<file path="config.mk">
export PLATFORM = sky130hd
export DESIGN_NAME = adventure_engine
export DESIGN_NICKNAME = d
export VERILOG_FILES = /design/src/rtl/adventure_engine.sv
export SDC_FILE = /design/constraint.sdc
export NUM_CORES = 1
export LEC_CHECK = 0
export BUFFER_PORTS_ARGS = -buffer_cell sky130_fd_sc_hd__buf_2
export CAP_MARGIN = 20
export CORE_AREA = 2 2 109 111
export DETAILED_ROUTE_END_ITERATION = 10
export DIE_AREA = 0 0 111 113
export PLACE_DENSITY = 0.74
export SLEW_MARGIN = 15
export SYNTH_ARGS = -nofsm -noshare
export SYNTH_HDL_FRONTEND = slang
export SYNTH_SLANG_ARGS = --single-unit
</file>
<file path="constraint.sdc">
create_clock -name CLOCK_50 -period 3.2 [get_ports CLOCK_50]
set_clock_uncertainty 0.1 [all_clocks]
set_input_delay 0.48 -clock CLOCK_50 [delete_from_list [all_inputs] [get_ports CLOCK_50]]
set_output_delay 0.48 -clock CLOCK_50 [all_outputs]
set_load 0.02 [all_outputs]
</file>
<file path="src/rtl/adventure_engine.sv">
// adventure_engine: grid dungeon walker with sword/dragon outcome; ports CLOCK_50, Reset (sync active-low), N/E/S/W buttons -> room, sword, status, moves, tick, blocked, lcd_chars; macro ADVENTURE_LCD_TEXT_EN enables 2x16 text generation
module adventure_engine #(
  parameter int GRID_W = 3,
  parameter int GRID_H = 3,
  parameter int START_ROOM = 0,
  parameter int SWORD_ROOM = 2,
  parameter int DRAGON_ROOM = 8,
  parameter int TICK_DIV = 20,
  parameter int MOVE_W = 8
) (
  input  logic                                CLOCK_50,
  input  logic                                Reset,
  input  logic                                N,
  input  logic                                E,
  input  logic                                S,
  input  logic                                W,
  output logic [$clog2(GRID_W*GRID_H)-1:0]    room,
  output logic                                sword,
  output logic [1:0]                          status,
  output logic [MOVE_W-1:0]                   moves,
  output logic                                tick,
  output logic                                blocked,
  output logic [255:0]                        lcd_chars
);
  localparam int RW = $clog2(GRID_W*GRID_H);
  localparam int DW = $clog2(TICK_DIV);
  localparam logic [RW-1:0] GW = RW'(GRID_W);
  localparam logic [RW-1:0] GMX = RW'(GRID_W-1);
  localparam logic [RW-1:0] GMY = RW'(GRID_H-1);
  localparam logic [RW-1:0] SX = RW'(START_ROOM % GRID_W);
  localparam logic [RW-1:0] SY = RW'(START_ROOM / GRID_W);
  typedef enum logic [1:0] {ST_PLAY = 2'd0, ST_WIN = 2'd1, ST_DEAD = 2'd2} state_t;
  state_t r_status, w_status_nxt;
  logic [DW-1:0] r_div;
  logic [3:0] r_prev, r_pend, w_btn, w_rise;
  logic [RW-1:0] r_x, r_y, w_nx, w_ny, w_room, w_nroom;
  logic [MOVE_W-1:0] r_moves;
  logic r_sword, r_blocked, w_ok, w_go;
  assign w_btn = {N, E, S, W};
  assign w_rise = w_btn & ~r_prev;
  assign tick = r_div == DW'(TICK_DIV-1);
  assign w_room = r_y*GW + r_x;
  assign w_nroom = w_ny*GW + w_nx;
  assign w_go = tick && r_status == ST_PLAY && w_ok;
  // only the highest-priority pending direction is evaluated
  always_comb begin
    w_nx = r_x;
    w_ny = r_y;
    w_ok = 1'b0;
    if (r_pend[3]) begin
      w_ny = r_y - 1'b1;
      w_ok = r_y != '0;
    end else if (r_pend[2]) begin
      w_nx = r_x + 1'b1;
      w_ok = r_x != GMX;
    end else if (r_pend[1]) begin
      w_ny = r_y + 1'b1;
      w_ok = r_y != GMY;
    end else if (r_pend[0]) begin
      w_nx = r_x - 1'b1;
      w_ok = r_x != '0;
    end
  end
  // sword must already be held before the dragon room is entered
  always_comb begin
    w_status_nxt = r_status;
    if (w_go && w_nroom == RW'(DRAGON_ROOM)) w_status_nxt = r_sword ? ST_WIN : ST_DEAD;
  end
  always_ff @(posedge CLOCK_50) r_status <= !Reset ? ST_PLAY : w_status_nxt;
  always_ff @(posedge CLOCK_50) begin
    if (!Reset) begin
      r_div <= '0;
      r_prev <= '0;
      r_pend <= '0;
      r_x <= SX;
      r_y <= SY;
      r_moves <= '0;
      r_sword <= 1'b0;
      r_blocked <= 1'b0;
    end else begin
      r_div <= tick ? '0 : r_div + 1'b1;
      r_prev <= w_btn;
      // edges seen in the tick cycle itself survive the clear
      r_pend <= tick ? w_rise : (r_pend | w_rise);
      r_blocked <= tick && r_status == ST_PLAY && |r_pend && !w_ok;
      if (w_go) begin
        r_x <= w_nx;
        r_y <= w_ny;
        r_moves <= r_moves + MOVE_W'(r_moves != '1);
        if (w_nroom == RW'(SWORD_ROOM)) r_sword <= 1'b1;
      end
    end
  end
  assign room = w_room;
  assign sword = r_sword;
  assign status = r_status;
  assign moves = r_moves;
  assign blocked = r_blocked;
`ifdef ADVENTURE_LCD_TEXT_EN
  localparam logic [39:0] T_SWORD = "SWORD";
  logic [255:0] r_lcd, w_lcd;
  logic [7:0] w_r8;
  logic [31:0] w_st;
  assign w_r8 = 8'(w_room);
  assign w_st = r_status == ST_WIN ? "WIN!" : r_status == ST_DEAD ? "DEAD" : "PLAY";
  // packed string literals hold the first character in the top byte
  always_comb begin
    w_lcd = {32{8'h20}};
    w_lcd[0+:8] = "R";
    w_lcd[8+:8] = "O";
    w_lcd[16+:8] = "O";
    w_lcd[24+:8] = "M";
    w_lcd[40+:8] = 8'h30 + w_r8 / 8'd10;
    w_lcd[48+:8] = 8'h30 + w_r8 % 8'd10;
    for (int c = 0; c < 4; c++) w_lcd[(16+c)*8 +: 8] = w_st[(3-c)*8 +: 8];
    for (int c = 0; c < 5; c++) w_lcd[(21+c)*8 +: 8] = r_sword ? T_SWORD[(4-c)*8 +: 8] : 8'h20;
  end
  always_ff @(posedge CLOCK_50) r_lcd <= !Reset ? {32{8'h20}} : w_lcd;
  assign lcd_chars = r_lcd;
`else
  assign lcd_chars = {32{8'h20}};
`endif
endmodule

</file>
======== Word-level counts from Yosys, hierarchy flattened ========
Cells that the tools add are included.
word-level totals
  register bits after elaboration ......... 33
  bits in latches ......................... 0
  memory bits (writable) .................. 0
  ROM bits ................................ 0
  input port bits ......................... 6
  output and inout port bits .............. 273
  logic and storage cells ................. 54
  memories kept ........................... 0
operators by class
  $add $sub $neg .......................... 8
  $mul .................................... 2
  divide/modulo/power cells ............... 0
  order comparisons ....................... 0
  eq/ne operators ......................... 6
  shift operators ......................... 0
  mux-type cells .......................... 13
  bitwise operators ....................... 4
  reduce and logical (&&, ||, !) cells .... 12
operator list
  operator                                                                 number
  4-bit 2-to-1 mux                                                         8
  4-bit by 1-bit adder with 4-bit output, second input constant            2
  4-bit adder                                                              2
  8-bit by 1-bit adder with 8-bit output                                   1
  4-bit by 2-bit multiplier with 4-bit output, second input constant       2
  4-bit by 2-bit inequality test with 1-bit output, second input constant  2
  8-bit inequality test, second input constant                             1
  4-bit nonzero test                                                       2
  4-bit by 1-bit subtractor with 4-bit output, second input constant       2
  5-bit by 1-bit adder with 5-bit output, second input constant            1
  5-bit equality test, second input constant                               1
  1-bit logical AND                                                        5
  4-bit bitwise AND                                                        1
  4-bit by 2-bit equality test with 1-bit output, second input constant    1
  4-bit equality test, second input constant                               1
  1-bit 2-to-1 mux                                                         4
  4-bit NOT                                                                1
  4-bit OR                                                                 1
  4-bit OR reduction                                                       1
  2-bit logical NOT                                                        1
  2-bit 2-to-1 mux                                                         1
  2-bit AND reduction                                                      1
  2-bit OR reduction                                                       1
  1-bit logical NOT                                                        1
  1-bit NOT                                                                1

======== Longest topological paths before layout ========
  word-level depth ........................ 8
  mapped depth ............................ 12
  mapped depth without buffers ............ 12

======== Worst setup path after synthesis ========
Ideal clock, no wire load.
  kind .................................... reg2reg
  from .................................... register r_y[1]
  to ...................................... register r_status[0] (netlist: status[0])
  setup time .............................. 101 ps
  arrival time ............................ 3146 ps
  data required time ...................... 2999 ps
  path slack .............................. -147 ps
  stages on the path, launching flop included .. 13
  path buffers ............................ 0
  period minus slack after synthesis ...... 3347 ps
  path through ............................ dfxtp_1 -> inv_1 -> ha_1 -> nand2b_1 -> o311ai_2 -> xor2_1 -> ha_1 -> ha_1 -> fa_1 -> xnor2_1 -> xnor2_1 -> xnor3_1 -> o41ai_1
between the ends
  word-level cells in the longest chain between the ends .. 8
  elaborated cells between the ends (all ways) .. 15
RTL lines
  what                                         line  text
  start: declaration                           36    logic [RW-1:0] r_x, r_y, w_nx, w_ny, w_room, w_nroom;
  start signal: assignment                     88    r_y <= w_ny;
  4-bit by 1-bit adder with 4-bit output       57    w_ny = r_y + 1'b1;
  4-bit 2-to-1 mux                             56    end else if (r_pend[1]) begin
  4-bit 2-to-1 mux                             53    end else if (r_pend[2]) begin
  4-bit 2-to-1 mux                             50    if (r_pend[3]) begin
  4-bit by 2-bit multiplier with 4-bit output  43    assign w_nroom = w_ny*GW + w_nx;
  4-bit adder                                  43
  4-bit equality test                          67    if (w_go && w_nroom == RW'(DRAGON_ROOM)) w_status_nxt = r_sword ? ST_WIN : ST_DEAD;
  1-bit logical AND *                          67
  end signal: assignment                       69    always_ff @(posedge CLOCK_50) r_status <= !Reset ? ST_PLAY : w_status_nxt;
  end: declaration                             33    state_t r_status, w_status_nxt;
Every way passes the cells marked *; elsewhere a longest branch is shown, timed or not.
A chain may end at the register's enable or synchronous reset.

======== Worst setup path after layout ========
  from .................................... register r_y[0]
  to ...................................... register r_status[0] (netlist: status[0])
Same word-level chain as after synthesis.

==> summary.txt <==
Run status
  • Status: finished, final reports clean

Layout
  • Final-layout fill cell count: 1189
  • Area delta synth->final: -9.568%
  • Nets: 550
  • Fraction of layout instances using a drive strength above 1: 14.75%
  • Finished Cell Area: 3690 um2
  • Fin util: 32.73%
  • Register area: 665.6 um2
  • Antenna cells: 0
  • Multi-input gate area: 2396 um2

Setup path
  • Reg2reg start: r_y[0]
  • Reg2reg setup slack: 150 ps
  • Worst R2R End: status[0]
  • Worst Setup End Kind: flip-flop
  • CP max FO: 4
  • CP required: 3280 ps
  • R2R cell count: 12
  • Worst Setup Path Type: reg -> reg
  • Crit path DAT: 3130 ps
  • Worst setup SP type: flip-flop

Logic synthesis
  • Main synth FF type: dfxtp_1
  • Leading post-synthesis cells by cell area: buf_4 (47%), dfxtp_1 (16%), ha_1 (5.8%)
  • Post-synthesis cell area: 4080 um2
  • Top cell type's share of synthesized area: 47.29%
  • Post-synth ARST share: 0%
  • Syn_area_per_cell: 8.378 um2
  • Synth unique cells: 52
  • Number of enable flip-flop cells after synthesis: 0
  • Dominant cell type by area after synthesis: buf_4
  • Synth Instances: 487
  • Seq/Total Area, Yosys: 16.19%
  • Yosys warnings: 0
  • Register bit count reported by yosys: 33

Clock network
  • Clock-pin transition on the worst setup and hold timing paths: 50 ps
  • CTS Hold Bufs: 0
  • Clk sink count: 33
  • CTS tree: done
  • Clk root buf: clkbuf_16
  • Skew-Pair Late Insertion Delay: 270 ps
  • H-tree depth: 2
  • Deepest clock path buffer count: 2
  • Num CTS Buffers: 5

STA
  • Slew headroom: 25.63%
  • Setup Viol. Count Final: 0
  • Tcrit/Tclk final: 95.23%
  • Setup slack after layout: 152.5 ps
  • Max Fclk: 328.1 MHz
  • Post-layout min period: 3047 ps
  • Fin Hold WS: 315.3 ps
  • Final slew viol count: 0
  • Fin. Hold Viols: 0
  • Worst Max-Slew Pin Slew: 1112 ps

Global route
  • Largest net degree at the start of global routing: 37
  • First-pass GRT wire length: 8.107 mm
  • GRT Total Usage: 7.893%
  • Number of global-route vias before repair: 1776
  • Initial antenna violation count: 0
  • Overflow after GRT: 0

Place
  • Port bufs: 22
  • Placed cell areas: 3432 um2
  • GPL Wtd Cong: 0.8471
  • Hpwl dp: 4.645 mm
  • Post-place setup slack: 42.07 ps

Floorplan
  • Die Area: 12540 um2
  • Core area: 11270 um2
  • Initial Util: 36.20%
  • DIE WIDTH: 111 um
  • Boundary pin count: 279
  • FP Rows: 39
  • Die H: 113 um

Drt
  • Pre-antenna DRT Iters: 4
  • Vias/cell: 3.496
  • Antenna Nets Post-Route: 0
  • Drt total wl: 5.762 mm
  • Vias: 2325
  • Starting DRC count in detailed routing: 91
  • Drt drc: 0
  • WL/cell: 8.665 um

Power
  • PD cells: 357.9 nW/um2
  • Final Power: 0.001321 W
  • P_leak: 2.007 nW
  • Peak VDD IR: 0.2735 mV

Min path
  • Min-delay src: N
  • Hold depth: 2
  • Hold Path End: r_prev[3]
  • Tightest Hold Check Type: in -> reg

Job
  • Max cap viols: 0
==> cells by family (layout without fill, tap and decap cells) <==
family	count (synthesis)	in the layout	synth area share (%)
AO/OA/AOI/OAI	30	30	6.225
flip-flops	33	33	16.19
adder cells (fa/ha/maj)	23	23	7.789
other	2	256	0.1841
XOR/XNOR	21	21	4.845
multiplexers	8	8	1.963
AND/OR/NAND/NOR	88	88	12.63
buffers and inverters	282	63	50.17
==> flip-flops by register name, indices dropped and copies added, names as in the netlist <==
name	count
moves	8
r_div	5
r_pend	4
r_prev	4
r_x	4
r_y	4
status	2
blocked	1
sword	1
==> Yosys cell counts (2+ instances only) <==
library cell  number
fa_1               4
buf_4            257
nand2b_1           4
o21ai_0            3
o21ai_1            4
and3_1             2
or4_1              2
ha_1              19
nor2b_1           10
nand4_1            2
nor3_1             5
inv_1             16
mux2i_1            8
nor4_1             4
nor2_2             2
buf_6              3
a21oi_1            6
nand2_1           24
nand3_1            5
xor2_1             8
nor2_1             6
o41ai_1            2
clkbuf_1           4
conb_1             2
dfxtp_1           33
and2_1            12
xnor2_1           12
a21boi_1           4
==> power breakdown <==
| part | total [W] | leakage (nW) | switching, W | internal, W |
|---|---|---|---|---|
| clock | 0.000456 | 0.0696 | 0.000171 | 0.000285 |
| combinational | 0.000432 | 1.67 | 0.000351 | 0.0000804 |
| sequential | 0.000433 | 0.270 | 0.0000118 | 0.000421 |
==> metal layers <==
layer,vias to the layer above,track usage [%],share of wire (%)
met4,0,3.500,1.2
li1,1108,-,-
met5,-,0,0
met3,7,1.393,8.7
met1,1068,9.374,38
met2,142,13.99,52
==> how the worst max path moves through the flow <==
stage | start | to | slack [ps] | cells after the start
2_1_floorplan | r_y[0] | status[0] | 110 | 12
3_3_place_gp | r_pend[1] | status[1] | 70 | 11
3_5_place_dp | r_pend[1] | status[0] | 40 | 11
4_1_cts | r_pend[1] | status[0] | 20 | 11
5_1_grt | r_y[0] | status[0] | -20 | 12
6_report | r_y[0] | status[0] | 150 | 12
==> cell usage in the layout, fill, tap and decap left out, types with 2 or more instances in the layout <==
cell type  count
xnor2_1       10
inv_2          2
nand2b_1       3
and3_1         2
inv_1         15
xnor2_2        2
o21ai_0        3
dfxtp_1       29
buf_4         15
nor4_1         4
nand4_1        2
nand2_1       24
ha_1          17
o41ai_2        2
nor3_1         5
nor2b_1       10
and2_1        12
buf_2         22
xor2_1         8
o21ai_1        4
clkinv_2       2
a21boi_1       4
dfxtp_2        4
nand3_1        5
fa_1           3
conb_1       256
nor2_1         6
mux2i_1        8
a21oi_1        6
nor2_2         2
clkbuf_16      5
==> area by class of cell <==
cell class | count | share of cell area (%)
multi-input cells | 426 | 64.94
flip-flops and latches | 33 | 18.04
repair buffers | 38 | 6.579
well taps | 143 | 4.849
clock buffers | 5 | 3.391
inverters | 17 | 1.729
clock inverters | 3 | 0.4747
==> worst max-delay path: stages, from the launching register on <==
cell and delay (ps):
dfxtp_2 310, inv_1 110, ha_4 220, nand4bb_1 140
o311ai_4 160, xor2_1 190, ha_1 290, ha_2 190
fa_2 350, xnor2_2 140, xnor2_1 170, xnor3_2 300
o41ai_2 280
==> metrics by stage <==
step | TNS, ps | std cells
after floorplan | 0 | 741
after global placement | 0 | 653
after detailed placement | 0 | 653
after CTS | 0 | 661
after global routing | -34.40 | 665
final | 0 | 665
==> what timing repair did <==
item | CTS | global route
endpoints found under the setup margin | 0 | 3
resized for setup | 0 | 14
buffers inserted | 0 | 4
Power figures use the tool's default switching activity.
